$ cat config.mk
export PLATFORM = sky130hd
export DESIGN_NAME = clock_distribution_ctrl_flat
export DESIGN_NICKNAME = d
export VERILOG_FILES = /design/src/rtl/cds_rnm_pkg.sv /design/src/rtl/clock_distribution_ctrl_if.sv /design/src/rtl/clkdist_seg_ramp.sv /design/src/rtl/clock_distribution_ctrl.sv /design/src/flat_wrapper.sv
export SDC_FILE = /design/constraint.sdc
export NUM_CORES = 1
export LEC_CHECK = 0
export BUFFER_PORTS_ARGS = -buffer_cell sky130_fd_sc_hd__buf_4
export CORE_ASPECT_RATIO = 2
export CORE_UTILIZATION = 57
export CTS_BUF_LIST = sky130_fd_sc_hd__clkbuf_2
export DETAILED_ROUTE_END_ITERATION = 12
export GPL_ROUTABILITY_DRIVEN = 0
export GPL_TIMING_DRIVEN = 0
export PLACE_DENSITY = 0.82
export SLEW_MARGIN = 15
export SYNTH_ARGS = -nofsm -noshare
export SYNTH_HDL_FRONTEND = slang
export SYNTH_SLANG_ARGS = --single-unit
export TNS_END_PERCENT = 20
$ cat constraint.sdc
create_clock -name clk -period 3.6 [get_ports clk]
set_clock_uncertainty 0.2 [all_clocks]
set_input_delay 0.36 -clock clk [delete_from_list [all_inputs] [get_ports clk]]
set_output_delay 0.36 -clock clk [all_outputs]
set_load 0.02 [all_outputs]
$ cat src/rtl/cds_rnm_pkg.sv
// Shared sizing, FSM state encoding and helper functions for clock_distribution_ctrl.
// Segment order is therm 0..16 followed by bin 0..5 and finally bin bit 6.
package cds_rnm_pkg;

   localparam int NUM_THERM = 17;
   localparam int NUM_BIN   = 7;
   localparam int NUM_SEG   = 24;
   localparam int SEG_CNT_W = 5;

   typedef enum logic [2:0] {
      ST_OFF    = 3'd0,
      ST_SETTLE = 3'd1,
      ST_RAMP   = 3'd2,
      ST_RUN    = 3'd3,
      ST_RAMPDN = 3'd4,
      ST_FAULT  = 3'd5
   } state_e;

   // Enable mask with the lowest cnt segments set.
   function automatic logic [NUM_SEG-1:0] prefix_mask(input logic [SEG_CNT_W-1:0] cnt);
      logic [NUM_SEG-1:0] m;
      m = '0;
      for (int i = 0; i < NUM_SEG; i++) begin
         m[i] = (SEG_CNT_W'(i) < cnt);
      end
      return m;
   endfunction

   function automatic logic [1:0] atb_scan_next(input logic [1:0] code);
      logic [1:0] n;
      case (code)
         2'b01:   n = 2'b10;
         2'b10:   n = 2'b11;
         default: n = 2'b01;
      endcase
      return n;
   endfunction

endpackage

$ cat src/rtl/clock_distribution_ctrl_if.sv
// Control/status bundle between the supervisor and clock_distribution_ctrl.
// atb_scan exists only when CLKDIST_ATB_SCAN_EN is defined.
interface clock_distribution_ctrl_if;
   import cds_rnm_pkg::*;

   logic                 start;
   logic                 stop;
   logic                 supply_ok;
   logic                 fault_clr;
   logic [1:0]           atb_req;
`ifdef CLKDIST_ATB_SCAN_EN
   logic                 atb_scan;
`endif
   logic                 pdb;
   logic [1:0]           atb_ena;
   logic [NUM_THERM-1:0] seg_en_therm;
   logic [NUM_BIN-1:0]   seg_en_bin;
   logic                 ready;
   logic                 fault;
   logic [2:0]           state;

   modport slave (
`ifdef CLKDIST_ATB_SCAN_EN
      input  atb_scan,
`endif
      input  start, stop, supply_ok, fault_clr, atb_req,
      output pdb, atb_ena, seg_en_therm, seg_en_bin, ready, fault, state
   );

   modport master (
`ifdef CLKDIST_ATB_SCAN_EN
      output atb_scan,
`endif
      output start, stop, supply_ok, fault_clr, atb_req,
      input  pdb, atb_ena, seg_en_therm, seg_en_bin, ready, fault, state
   );

endinterface

$ cat src/rtl/clkdist_seg_ramp.sv
// Saturating segment-enable counter (0..NUM_SEG) with registered prefix mask.
// Clear wins over a step; a step moves one segment up or down.
module clkdist_seg_ramp
   import cds_rnm_pkg::*;
(
   input  logic                 clk,
   input  logic                 rst,
   input  logic                 clr_i,
   input  logic                 step_i,
   input  logic                 up_i,
   output logic [SEG_CNT_W-1:0] count_o,
   output logic [NUM_SEG-1:0]   mask_o
);

   logic [SEG_CNT_W-1:0] count_q;
   logic [SEG_CNT_W-1:0] count_d;
   logic [NUM_SEG-1:0]   mask_q;

   // Next count, saturating at both ends so the mask stays a valid prefix.
   always_comb begin
      count_d = count_q;
      if (clr_i) begin
         count_d = '0;
      end else if (step_i && up_i && (count_q < SEG_CNT_W'(NUM_SEG))) begin
         count_d = count_q + SEG_CNT_W'(1);
      end else if (step_i && !up_i && (count_q != '0)) begin
         count_d = count_q - SEG_CNT_W'(1);
      end else begin
         count_d = count_q;
      end
   end

   // Count and mask registers.
   always_ff @(posedge clk) begin
      if (rst) begin
         count_q <= '0;
         mask_q  <= '0;
      end else begin
         count_q <= count_d;
         mask_q  <= prefix_mask(count_d);
      end
   end

   assign count_o = count_q;
   assign mask_o  = mask_q;

endmodule

$ cat src/rtl/clock_distribution_ctrl.sv
// Power sequencer for the clock distribution: bias settle, segment ramp up/down, fault hold.
// Optional feature macro: CLKDIST_ATB_SCAN_EN (test-bus code scan in RUN).
module clock_distribution_ctrl
   import cds_rnm_pkg::*;
#(
   parameter int SETTLE_CYCLES = 64,
   parameter int RAMP_CYCLES   = 4,
   parameter int ATB_DWELL     = 16
) (
   input  logic                       clk,
   input  logic                       rst,
   clock_distribution_ctrl_if.slave   bus
);

   // One shared timer serves settle, ramp step spacing and scan dwell.
   localparam int TMAX_A  = (SETTLE_CYCLES > RAMP_CYCLES) ? SETTLE_CYCLES : RAMP_CYCLES;
   localparam int TMAX    = (TMAX_A > ATB_DWELL) ? TMAX_A : ATB_DWELL;
   localparam int TIMER_W = $clog2(TMAX + 1);

   localparam logic [TIMER_W-1:0] SETTLE_LAST = TIMER_W'(SETTLE_CYCLES - 1);
   localparam logic [TIMER_W-1:0] RAMP_LAST   = TIMER_W'(RAMP_CYCLES - 1);
   localparam logic [TIMER_W-1:0] DWELL_LAST  = TIMER_W'(ATB_DWELL - 1);

   state_e               state_q;
   state_e               state_d;
   logic [TIMER_W-1:0]   timer_q;
   logic [TIMER_W-1:0]   timer_d;
   logic                 pdb_q;
   logic                 pdb_d;
   logic                 ready_q;
   logic                 ready_d;
   logic                 fault_q;
   logic                 fault_d;
   logic [1:0]           atb_q;
   logic [1:0]           atb_d;
`ifdef CLKDIST_ATB_SCAN_EN
   logic                 scan_q;
   logic                 scan_d;
`endif

   logic                 ramp_clr_s;
   logic                 ramp_step_s;
   logic                 ramp_up_s;
   logic [SEG_CNT_W-1:0] ramp_cnt_s;
   logic [NUM_SEG-1:0]   seg_mask_s;

   clkdist_seg_ramp u_seg_ramp (
      .clk     (clk),
      .rst     (rst),
      .clr_i   (ramp_clr_s),
      .step_i  (ramp_step_s),
      .up_i    (ramp_up_s),
      .count_o (ramp_cnt_s),
      .mask_o  (seg_mask_s)
   );

   // Next-state, timer, ramp control and next registered outputs.
   always_comb begin
      state_d     = state_q;
      timer_d     = timer_q;
      ramp_clr_s  = 1'b0;
      ramp_step_s = 1'b0;
      ramp_up_s   = 1'b1;

      case (state_q)
         ST_OFF: begin
            ramp_clr_s = 1'b1;
            timer_d    = '0;
            if (bus.start && !bus.stop && bus.supply_ok) begin
               state_d = ST_SETTLE;
            end else begin
               state_d = ST_OFF;
            end
         end
         ST_SETTLE: begin
            if (!bus.supply_ok) begin
               state_d    = ST_FAULT;
               ramp_clr_s = 1'b1;
               timer_d    = '0;
            end else if (bus.stop) begin
               state_d = ST_OFF;
               timer_d = '0;
            end else if (timer_q == SETTLE_LAST) begin
               state_d     = ST_RAMP;
               timer_d     = '0;
               ramp_step_s = 1'b1;
            end else begin
               timer_d = timer_q + TIMER_W'(1);
            end
         end
         ST_RAMP: begin
            if (!bus.supply_ok) begin
               state_d    = ST_FAULT;
               ramp_clr_s = 1'b1;
               timer_d    = '0;
            end else if (bus.stop) begin
               state_d     = ST_RAMPDN;
               timer_d     = '0;
               ramp_step_s = 1'b1;
               ramp_up_s   = 1'b0;
            end else if (timer_q == RAMP_LAST) begin
               timer_d = '0;
               if (ramp_cnt_s == SEG_CNT_W'(NUM_SEG)) begin
                  state_d = ST_RUN;
               end else begin
                  ramp_step_s = 1'b1;
               end
            end else begin
               timer_d = timer_q + TIMER_W'(1);
            end
         end
         ST_RUN: begin
            if (!bus.supply_ok) begin
               state_d    = ST_FAULT;
               ramp_clr_s = 1'b1;
               timer_d    = '0;
            end else if (bus.stop) begin
               state_d     = ST_RAMPDN;
               timer_d     = '0;
               ramp_step_s = 1'b1;
               ramp_up_s   = 1'b0;
            end else begin
               state_d = ST_RUN;
            end
         end
         ST_RAMPDN: begin
            ramp_up_s = 1'b0;
            if (!bus.supply_ok) begin
               state_d    = ST_FAULT;
               ramp_clr_s = 1'b1;
               timer_d    = '0;
            end else if (timer_q == RAMP_LAST) begin
               timer_d = '0;
               if (ramp_cnt_s == '0) begin
                  state_d = ST_OFF;
               end else begin
                  ramp_step_s = 1'b1;
               end
            end else begin
               timer_d = timer_q + TIMER_W'(1);
            end
         end
         ST_FAULT: begin
            ramp_clr_s = 1'b1;
            timer_d    = '0;
            if (bus.fault_clr) begin
               state_d = ST_OFF;
            end else begin
               state_d = ST_FAULT;
            end
         end
         default: begin
            state_d    = ST_OFF;
            ramp_clr_s = 1'b1;
            timer_d    = '0;
         end
      endcase

      pdb_d   = (state_d == ST_SETTLE) || (state_d == ST_RAMP) ||
                (state_d == ST_RUN)    || (state_d == ST_RAMPDN);
      ready_d = (state_d == ST_RUN);
      fault_d = (state_d == ST_FAULT);
      atb_d   = 2'b00;
`ifdef CLKDIST_ATB_SCAN_EN
      scan_d  = 1'b0;
`endif

      // Test-bus select is only driven while running.
      if (state_d == ST_RUN) begin
`ifdef CLKDIST_ATB_SCAN_EN
         if (bus.atb_scan) begin
            scan_d = 1'b1;
            if (!scan_q) begin
               atb_d   = 2'b01;
               timer_d = '0;
            end else if (timer_q == DWELL_LAST) begin
               atb_d   = atb_scan_next(atb_q);
               timer_d = '0;
            end else begin
               atb_d   = atb_q;
               timer_d = timer_q + TIMER_W'(1);
            end
         end else begin
            atb_d = bus.atb_req;
         end
`else
         atb_d = bus.atb_req;
`endif
      end else begin
         atb_d = 2'b00;
      end
   end

   // State, timer and output registers.
   always_ff @(posedge clk) begin
      if (rst) begin
         state_q <= ST_OFF;
         timer_q <= '0;
         pdb_q   <= 1'b0;
         ready_q <= 1'b0;
         fault_q <= 1'b0;
         atb_q   <= 2'b00;
`ifdef CLKDIST_ATB_SCAN_EN
         scan_q  <= 1'b0;
`endif
      end else begin
         state_q <= state_d;
         timer_q <= timer_d;
         pdb_q   <= pdb_d;
         ready_q <= ready_d;
         fault_q <= fault_d;
         atb_q   <= atb_d;
`ifdef CLKDIST_ATB_SCAN_EN
         scan_q  <= scan_d;
`endif
      end
   end

   assign bus.pdb          = pdb_q;
   assign bus.ready        = ready_q;
   assign bus.fault        = fault_q;
   assign bus.atb_ena      = atb_q;
   assign bus.state        = state_q;
   assign bus.seg_en_therm = seg_mask_s[NUM_THERM-1:0];
   assign bus.seg_en_bin   = seg_mask_s[NUM_SEG-1:NUM_THERM];

endmodule
$ cat src/flat_wrapper.sv
// flat-port wrapper written by rule: the top's interface ports become plain ports
module clock_distribution_ctrl_flat import cds_rnm_pkg::*;
#(
   parameter int SETTLE_CYCLES = 64,
   parameter int RAMP_CYCLES   = 4,
   parameter int ATB_DWELL     = 16
)
  (clk, rst, bus_start, bus_stop, bus_supply_ok, bus_fault_clr, bus_atb_req, bus_pdb, bus_atb_ena, bus_seg_en_therm, bus_seg_en_bin, bus_ready, bus_fault, bus_state);
  clock_distribution_ctrl_if bus_i ();
  input  logic clk;
  input  logic rst;
  input wire logic [$bits(bus_i.start)-1:0] bus_start;
  input wire logic [$bits(bus_i.stop)-1:0] bus_stop;
  input wire logic [$bits(bus_i.supply_ok)-1:0] bus_supply_ok;
  input wire logic [$bits(bus_i.fault_clr)-1:0] bus_fault_clr;
  input wire logic [$bits(bus_i.atb_req)-1:0] bus_atb_req;
  output wire logic [$bits(bus_i.pdb)-1:0] bus_pdb;
  output wire logic [$bits(bus_i.atb_ena)-1:0] bus_atb_ena;
  output wire logic [$bits(bus_i.seg_en_therm)-1:0] bus_seg_en_therm;
  output wire logic [$bits(bus_i.seg_en_bin)-1:0] bus_seg_en_bin;
  output wire logic [$bits(bus_i.ready)-1:0] bus_ready;
  output wire logic [$bits(bus_i.fault)-1:0] bus_fault;
  output wire logic [$bits(bus_i.state)-1:0] bus_state;
  assign bus_i.start = bus_start;
  assign bus_i.stop = bus_stop;
  assign bus_i.supply_ok = bus_supply_ok;
  assign bus_i.fault_clr = bus_fault_clr;
  assign bus_i.atb_req = bus_atb_req;
  assign bus_pdb = bus_i.pdb;
  assign bus_atb_ena = bus_i.atb_ena;
  assign bus_seg_en_therm = bus_i.seg_en_therm;
  assign bus_seg_en_bin = bus_i.seg_en_bin;
  assign bus_ready = bus_i.ready;
  assign bus_fault = bus_i.fault;
  assign bus_state = bus_i.state;
  clock_distribution_ctrl #(.SETTLE_CYCLES(SETTLE_CYCLES), .RAMP_CYCLES(RAMP_CYCLES), .ATB_DWELL(ATB_DWELL)) u_core (.clk(clk), .rst(rst), .bus(bus_i));
endmodule
==> results of run 1 <==
-- where the power goes --
part	switching [mW]	internal [mW]	leakage, nW	total (mW)
Clock	0.159	0.118	0.0429	0.277
Sequential	0.00205	0.481	0.347	0.483
Combinational	0.0424	0.0295	0.656	0.0719
Total	0.204	0.629	1.05	0.832
-- what timing repair did --
item | CTS | global route
hold buffers | 3 | 0
buffers inserted | 0 | 0
endpoints found under the hold margin | 4 | 0
setup endpoints to repair | 0 | 0
-- through the flow --
| step | utilization | hold WS [ns] | std cells | total power [mW] | setup WS (ns) |
|---|---|---|---|---|---|
| floorplan | - | 0.232 | 233 | 0.538 | 0.747 |
| global placement | 0.700 | 0.283 | 320 | 0.561 | 0.491 |
| detailed placement | 0.700 | 0.291 | 320 | 0.562 | 0.464 |
| CTS | 0.729 | 0.109 | 331 | 0.836 | 0.417 |
| global route | 0.729 | 0.143 | 331 | 0.866 | 0.127 |
| finish | 0.729 | 0.118 | 331 | 0.832 | 0.341 |
-- worst paths after layout --
kind	cells past startpoint	startpoint	end	slack [ns]
worst min register to register	1	u_core.timer_q[0]$_SDFFE_PP0N_	u_core.timer_q[0]$_SDFFE_PP0N_	0.31
worst max-delay path	9	u_core.timer_q[0]$_SDFFE_PP0N_	u_core.u_seg_ramp.mask_o[16]$_SDFF_PP0_	0.34
worst min-delay path	4	bus_fault_clr	u_core.bus.fault$_SDFF_PP0_	0.12
worst max register to register	9	u_core.timer_q[0]$_SDFFE_PP0N_	u_core.u_seg_ramp.mask_o[16]$_SDFF_PP0_	0.34
-- Yosys cell counts, drive strengths merged, types with 4 or more instances --
library cell	n	area share
a211oi	4	0.017
nand3	7	0.017
nor2b	4	0.012
clkbuf	7	0.013
a21oi	26	0.066
nor2	19	0.035
a21o	4	0.015
nand2	14	0.026
buf	8	0.024
nor3	7	0.017
and2	5	0.018
inv	9	0.017
dfxtp	43	0.42
ha	4	0.025
o21ai	16	0.039
-- state kept, by name, indices dropped and copies added (netlist names) --
name                       flops
u_core.bus.pdb                 1
u_core.bus.fault               1
u_core.bus.ready               1
u_core.timer_q                 7
u_core.bus.state               3
u_core.u_seg_ramp.mask_o      24
u_core.u_seg_ramp.count_o      4
u_core.bus.atb_ena             2
-- worst max-delay path: stages, from the launching register on --
cell and delay, ns:
dfxtp_1 0.42, ha_1 0.24, or4b_4 0.49, o41ai_2 0.33, o221ai_2 0.19, buf_2 0.21
o211ai_1 0.23, nand2_1 0.19, a211oi_1 0.52, a21oi_1 0.13
-- layer usage --
| metal | routed length (um) | GRT usage |
|---|---|---|
| met2 | 2730 | 0.497 |
| met1 | 1620 | 0.242 |
| met4 | 259 | 0.196 |
| met5 | 0 | 0 |
| met3 | 146 | 0.0438 |
-- logic make-up (layout without fill, tap and decap cells) --
| kind of cell | count (synthesis) | after routing |
|---|---|---|
| AO/OA/AOI/OAI | 73 | 73 |
| XOR/XNOR | 4 | 4 |
| adder cells (fa/ha/maj) | 4 | 4 |
| buffers and inverters | 24 | 74 |
| flip-flops | 43 | 43 |
| multiplexers | 2 | 2 |
| AND/OR/NAND/NOR | 83 | 83 |
-- final cells by class --
type / count / area, um^2
multi-input cells: 166 / 1070
fillers: 288 / 926
flip-flops and latches: 43 / 861
repair buffers: 42 / 323
plain buffers: 15 / 75.1
well taps: 48 / 60.1
clock inverters: 3 / 43.8
inverters: 9 / 33.8
clock buffers: 5 / 25.0
==> results.toml, run 1 <==
[final_layout]
antenna_cells = 0
mostFrequentLayoutCell = "dfxtp_1"
nets = 294
drive_gt1_frac = 0.244
final_area_um2 = 2490
layout_common_cells = "dfxtp_1 (43), buf_4 (40), a21oi_1 (25)"
syn2layout_area_growth_pct = 22.2

[detailed_routing]
drt_iter0_markers = 57
post_drt_via_cell_ratio = 5.87
drc = 0
wl_um = 4750
vias = 1943
antenna_left = 0
wl_per_cell_um = 14.4
drt_first_pass_iters = 4

[global_routing]
gr-total-overflow = 0
antenna_found_initial = 0
track_usage = 0.268
grt_max_degree = 15
grt_first_pass_wirelength_um = 7670
grt_pass1_vias = 1794

[timing]
hold_viol_final = 0
rsz0062_at_grt = "no"
max_freq_mhz = 307
min_period_ns = 3.26
slew_violations = 0
finalCritPeriodShare = 0.905
max_slew_margin = 0.480
setup_viol = 0
tightest_slew_ns = 0.769
tns_ns = 0

[clock_network]
tritoncts = "built"
cts_buffer_depth = 2
cts_root_buf = "clkbuf_2"
post_cts_resized = 0
cts_inserted_buffers = 5
cts.sinks = 43
clk_latency_ns = 0.42
htreeDepth = 2
path_clk_slew_ns = 0.21

[hold_path]
hold_path.class = "primary input to flip-flop"

[floorplan]
die_w_um = 44.3
core_area_um2 = 3420
die-area_um2 = 3830
start_util = 0.597
rows = 30
chipHeight_um = 86.6
io_pins = 40

[run_status]
outcome = "completed"

[synthesis]
syn_area_um2 = 2040
ys_ff_latch = 43
syn_nets = 245
synth-xor-area-share = 0.0172
synth_edf_count = 0
synthCells = 233
synth_seq_area_share = 0.422
muxShareOfSynthArea = 0.0104
synth_ff_type = "dfxtp_1"
avgSynthCellArea_um2 = 8.75
synthSimpleGateAreaFrac = 0.234
synth_fa_ha_area_frac = 0.0246
synth_top_family_by_area = "compound AO/OA/AOI/OAI gates"
synth_cell_types = 59
synth_compound_area_frac = 0.238
async_flop_share = 0
synth_warnings = 0

[placement]
io_buffer_count = 39
post_dp_cell_area_um2 = 2390
dp_hpwl_um = 3660

[power_and_ir_drop]
p_per_area_nw_per_um2 = 334
peakVddDrop_mv = 0.267
leakage_nw = 1.05

[critical_path]
start_kind = "flip-flop"
worstPathMaxFanout = 10
critical_path_class = "flip-flop to flip-flop"
endpoint_kind = "flip-flop"
critPathArrivalTime_ns = 3.37
required_ns = 3.71

[flow_run]
drv_cap = 0
Note: power is estimated with default switching activity, not from simulation.
==> run 2: changes to the inputs <==
--- a/config.mk
+++ b/config.mk
@@ -7,12 +7,12 @@
 export LEC_CHECK = 0
 export BUFFER_PORTS_ARGS = -buffer_cell sky130_fd_sc_hd__buf_4
 export CORE_ASPECT_RATIO = 2
-export CORE_UTILIZATION = 57
+export CORE_UTILIZATION = 47
 export CTS_BUF_LIST = sky130_fd_sc_hd__clkbuf_2
 export DETAILED_ROUTE_END_ITERATION = 12
 export GPL_ROUTABILITY_DRIVEN = 0
 export GPL_TIMING_DRIVEN = 0
-export PLACE_DENSITY = 0.82
+export PLACE_DENSITY = 0.7
 export SLEW_MARGIN = 15
 export SYNTH_ARGS = -nofsm -noshare
 export SYNTH_HDL_FRONTEND = slang
==> results.toml, run 2 (synthesis results as in run 1) <==
[detailed_routing]
antenna_left = 0
drt_iter0_markers = 35
drt_first_pass_iters = 4
drc = 0
wl_um = 4630
post_drt_via_cell_ratio = 5.70
wl_per_cell_um = 13.8
vias = 1909

[placement]
post_dp_cell_area_um2 = 2400
place_inst = 324
dp_hpwl_um = 3600
io_buffer_count = 39

[power_and_ir_drop]
peakVddDrop_mv = 0.285
leakage_nw = 1.03
total_power_mw = 0.756
p_per_area_nw_per_um2 = 306

[final_layout]
final_area_um2 = 2470
mostFrequentLayoutCell = "dfxtp_1"
drive_gt1_frac = 0.244
instances_no_fill = 335
layout_common_cells = "dfxtp_1 (43), buf_4 (40), a21oi_1 (25)"
syn2layout_area_growth_pct = 21.1
fillers = 400
largest_reg_flops = 24
antenna_cells = 0
nets = 294
fin_util = 0.598

[timing]
hold_viol_final = 0
rsz0062_at_grt = "no"
max_slew_margin = 0.413
setup_viol = 0
tightest_slew_ns = 0.868
finalCritPeriodShare = 0.911
slew_violations = 0
tns_ns = 0
max_freq_mhz = 305
min_period_ns = 3.28

[global_routing]
grt_max_degree = 14
track_usage = 0.219
antenna_found_initial = 0
grt_pass1_vias = 1806
gr-total-overflow = 0
grt_first_pass_wirelength_um = 7780

[clock_network]
cts_buffer_depth = 2
path_clk_slew_ns = 0.23
cts_inserted_buffers = 5
post_cts_resized = 0
cts_root_buf = "clkbuf_2"
htreeDepth = 2
clk_latency_ns = 0.41
cts.sinks = 43
tritoncts = "built"

[critical_path]
endpoint_kind = "flip-flop"
worstPathMaxFanout = 10
crit_slowest_cell = "nor4b_1"
start_kind = "flip-flop"
crit_chain = "inv_1, ha_1, nor4b_1, nor3_1, o221ai_2, buf_2, and2_1, o22ai_2, nor4b_1, a311oi_1"
crit_top_cell = "nor4b_1"
critPathArrivalTime_ns = 3.36
max_stage_delay_ns = 0.72
required_ns = 3.68
critical_path_class = "flip-flop to flip-flop"

[flow_run]
drv_cap = 0

[floorplan]
start_util = 0.494
core_area_um2 = 4130
die-area_um2 = 4620
die_w_um = 48.6
io_pins = 40
chipHeight_um = 95.1
rows = 33

[hold_path]
hold_path.class = "primary input to flip-flop"

[run_status]
outcome = "completed"
==> run 2: cell types whose count changed in the layout (fill, tap and decap cells not counted) <==
cell	previous run	this run
clkbuf_2	5	6
bufinv_16	1	0
clkinv_4	1	0
clkinvlp_4	0	1
==> run 2: timing repair <==
action,4_1_cts,5_1_grt
setup buffers,0,0
hold buffers,3,0
endpoints found under the hold margin,4,0
==> run 2: per-stage QoR <==
step | setup WS, ns | hold WS (ns)
floorplan | 0.747 | 0.232
global placement | 0.382 | 0.282
detailed placement | 0.402 | 0.293
CTS | 0.356 | 0.122
global route | 0.0256 | 0.119
finish | 0.319 | 0.132
==> run 2: layout make-up <==
cell class	count	area, um^2	share of cell area
multi-input cells	166	1070	0.433
flip-flops and latches	43	861	0.349
repair buffers	42	323	0.131
plain buffers	15	75.1	0.0304
well taps	52	65.1	0.0264
inverters	9	33.8	0.0137
clock buffers	6	30.0	0.0122
clock inverters	2	12.5	0.00507
==> run 2: final timing paths <==
check	cells after the start	slack (ns)	end	from
worst max-delay path	10	0.32	u_core.u_seg_ramp.mask_o[20]$_SDFF_PP0_	u_core.u_seg_ramp.count_o[0]$_SDFF_PP0_
worst min-delay path	4	0.13	u_core.bus.fault$_SDFF_PP0_	bus_fault_clr
worst max register to register	10	0.32	u_core.u_seg_ramp.mask_o[20]$_SDFF_PP0_	u_core.u_seg_ramp.count_o[0]$_SDFF_PP0_
worst min register to register	1	0.32	u_core.timer_q[0]$_SDFFE_PP0N_	u_core.timer_q[0]$_SDFFE_PP0N_
==> run 2: power breakdown <==
| part | leakage [nW] | switching [mW] | internal, mW | total (mW) |
|---|---|---|---|---|
| Combinational | 0.656 | 0.0423 | 0.0295 | 0.0719 |
| Clock | 0.0290 | 0.152 | 0.0495 | 0.201 |
| Sequential | 0.347 | 0.00211 | 0.481 | 0.483 |
| Total | 1.03 | 0.196 | 0.560 | 0.756 |
==> run 2: routing by layer <==
layer  track usage  vias to the layer above  wire length, um
met3        0.0367                       21              162
met4         0.137                        0              180
met1         0.187                      877             1590
met5             0                        -                0
li1              -                      950                -
met2         0.452                       61             2690
==> run 2: worst max-delay path: cells and delay by family (launching register included) <==
family,cells,cell delay (ns)
AO/OA/AOI/OAI,3,0.55
adder cells (fa/ha/maj),1,0.18
buffers and inverters,2,0.36
flip-flops,1,0.43
AND/OR/NAND/NOR,4,1.45
==> run 3: changes to the inputs <==
--- a/config.mk
+++ b/config.mk
@@ -7,12 +7,12 @@
 export LEC_CHECK = 0
 export BUFFER_PORTS_ARGS = -buffer_cell sky130_fd_sc_hd__buf_4
 export CORE_ASPECT_RATIO = 2
-export CORE_UTILIZATION = 47
+export CORE_UTILIZATION = 44
 export CTS_BUF_LIST = sky130_fd_sc_hd__clkbuf_2
 export DETAILED_ROUTE_END_ITERATION = 12
 export GPL_ROUTABILITY_DRIVEN = 0
 export GPL_TIMING_DRIVEN = 0
-export PLACE_DENSITY = 0.7
+export PLACE_DENSITY = 0.66
 export SLEW_MARGIN = 15
 export SYNTH_ARGS = -nofsm -noshare
 export SYNTH_HDL_FRONTEND = slang
==> results.toml, run 3 (synthesis results as in run 1) <==
[final_layout]
layout_common_cells = "dfxtp_1 (43), buf_4 (40), a21oi_1 (25)"
nets = 294
drive_gt1_frac = 0.244
antenna_cells = 0
largest_reg_flops = 24
multi_input_area_um2 = 1070
instances_no_fill = 337
fillers = 417
regArea_um2 = 861
syn2layout_area_growth_pct = 22.5
mostFrequentLayoutCell = "dfxtp_1"

[critical_path]
cp_num_buf_inv = 2
max_stage_delay_ns = 0.49
crit_chain = "ha_1, or4b_4, o41ai_2, o221ai_2, buf_2, and2_1, o22ai_2, or2_1, buf_2, o21ai_0"
start_kind = "flip-flop"
crit_slowest_cell = "or4b_4"
rrSetupSlack_ns = 0.40
cpLargestDelayFamily = "compound AO/OA/AOI/OAI gates"
required_ns = 3.71
r2r_end = "u_core.u_seg_ramp.mask_o[11]$_SDFF_PP0_"
crit_top_cell = "buf_2"
reg2reg_depth = 10
worstPathMaxFanout = 10
worstReg2RegStart = "u_core.timer_q[0]$_SDFFE_PP0N_"
critical_path_class = "flip-flop to flip-flop"
endpoint_kind = "flip-flop"
critPathArrivalTime_ns = 3.31

[global_routing]
grt_first_pass_wirelength_um = 8000
gr-total-overflow = 0
track_usage = 0.216
antenna_found_initial = 0
grt_pass1_vias = 1796
grt_max_degree = 15

[power_and_ir_drop]
total_power_mw = 0.838
p_per_area_nw_per_um2 = 335
leakage_nw = 1.05
peakVddDrop_mv = 0.273

[floorplan]
start_util = 0.465
die_w_um = 50.1
rows = 34
die-area_um2 = 4920
chipHeight_um = 98.3
core_area_um2 = 4380
io_pins = 40

[timing]
max_slew_margin = 0.525
min_period_ns = 3.20
rsz0062_at_grt = "no"
tightest_slew_ns = 0.703
tns_ns = 0
setup_viol = 0
slew_violations = 0
max_freq_mhz = 312
finalCritPeriodShare = 0.889
hold_viol_final = 0

[detailed_routing]
drt_iter0_markers = 59
post_drt_via_cell_ratio = 5.70
vias = 1922
antenna_left = 0
wl_per_cell_um = 14.7
wl_um = 4970
drc = 0
drt_first_pass_iters = 4

[clock_network]
path_clk_slew_ns = 0.23
cts_root_buf = "clkbuf_2"
post_cts_buffers = 0
htreeDepth = 2
cts.sinks = 43
tritoncts = "built"
clk_latency_ns = 0.42
cts_inserted_buffers = 5
cts_buffer_depth = 2

[placement]
place_inst = 326
dp_hpwl_um = 3740
io_buffer_count = 39

[flow_run]
drv_cap = 0

[hold_path]
hold_depth = 4
hold_path.class = "primary input to flip-flop"
worst_hold_path.endpoint = "u_core.bus.fault$_SDFF_PP0_"
hold_start = "bus_fault_clr"

[run_status]
outcome = "completed"
run 3: changes by cell type in the layout (fill, tap and decap cells not counted):
cell	before	now
bufinv_16	0	1
clkinvlp_4	1	0
clkinv_4	0	1
clkbuf_2	6	5
run 3: area by class of cell:
cell class | count | area share
Multi-Input combinational cell | 166 | 0.428
Clock buffer | 5 | 0.0100
Tap cell | 54 | 0.0271
Sequential cell | 43 | 0.345
Timing Repair Buffer | 42 | 0.129
Buffer | 15 | 0.0301
Clock inverter | 3 | 0.0175
Inverter | 9 | 0.0135
run 3: how the worst max path moves through the flow:
stage	startpoint	endpoint	slack, ns	depth (start not counted)
5_1_grt	u_core.u_seg_ramp.count_o[0]$_SDFF_PP0_	u_core.u_seg_ramp.mask_o[20]$_SDFF_PP0_	0.21	10
6_report	u_core.timer_q[0]$_SDFFE_PP0N_	u_core.u_seg_ramp.mask_o[11]$_SDFF_PP0_	0.40	10
3_5_place_dp	u_core.timer_q[0]$_SDFFE_PP0N_	u_core.u_seg_ramp.mask_o[9]$_SDFF_PP0_	0.47	10
3_3_place_gp	u_core.u_seg_ramp.count_o[0]$_SDFF_PP0_	u_core.u_seg_ramp.mask_o[22]$_SDFF_PP0_	0.49	10
2_1_floorplan	u_core.timer_q[0]$_SDFFE_PP0N_	u_core.u_seg_ramp.mask_o[10]$_SDFF_PP0_	0.75	9
4_1_cts	u_core.timer_q[0]$_SDFFE_PP0N_	u_core.u_seg_ramp.mask_o[11]$_SDFF_PP0_	0.40	10
run 3: repair_timing:
item                                   in CTS  in global routing
gates resized for setup                     0                  0
endpoints found under the hold margin       3                  0
hold buffers                                3                  0
run 3: metal layers:
| layer | track usage | wire length (um) | vias to the layer above |
|---|---|---|---|
| met5 | 0 | 0 | - |
| met4 | 0.154 | 276 | 0 |
| met2 | 0.406 | 2760 | 63 |
| met1 | 0.194 | 1750 | 894 |
| li1 | - | - | 945 |
| met3 | 0.0389 | 180 | 20 |
run 3: where the power goes:
| part | switching (mW) | total (mW) | internal [mW] |
|---|---|---|---|
| clock network | 0.163 | 0.281 | 0.118 |
| logic | 0.0436 | 0.0732 | 0.0295 |
| registers | 0.00209 | 0.484 | 0.482 |
run 3: metrics by stage:
step	util	worst slack [ns]	cell area, um^2	hold WS [ns]
floorplan	-	0.747	2040	0.232
global placement	0.547	0.490	2400	0.283
detailed placement	0.547	0.470	2400	0.290
CTS	0.570	0.405	2500	0.144
global route	0.570	0.211	2500	0.154
finish	0.570	0.399	2500	0.158
run 3: worst reg2reg max path, delay by kind of cell, from the launching register on:
kind | cells | cell delay [ns]
flip-flops | 1 | 0.43
adder cells (fa/ha/maj) | 1 | 0.25
AND/OR/NAND/NOR | 3 | 0.89
buffers and inverters | 2 | 0.43
AO/OA/AOI/OAI | 4 | 0.89
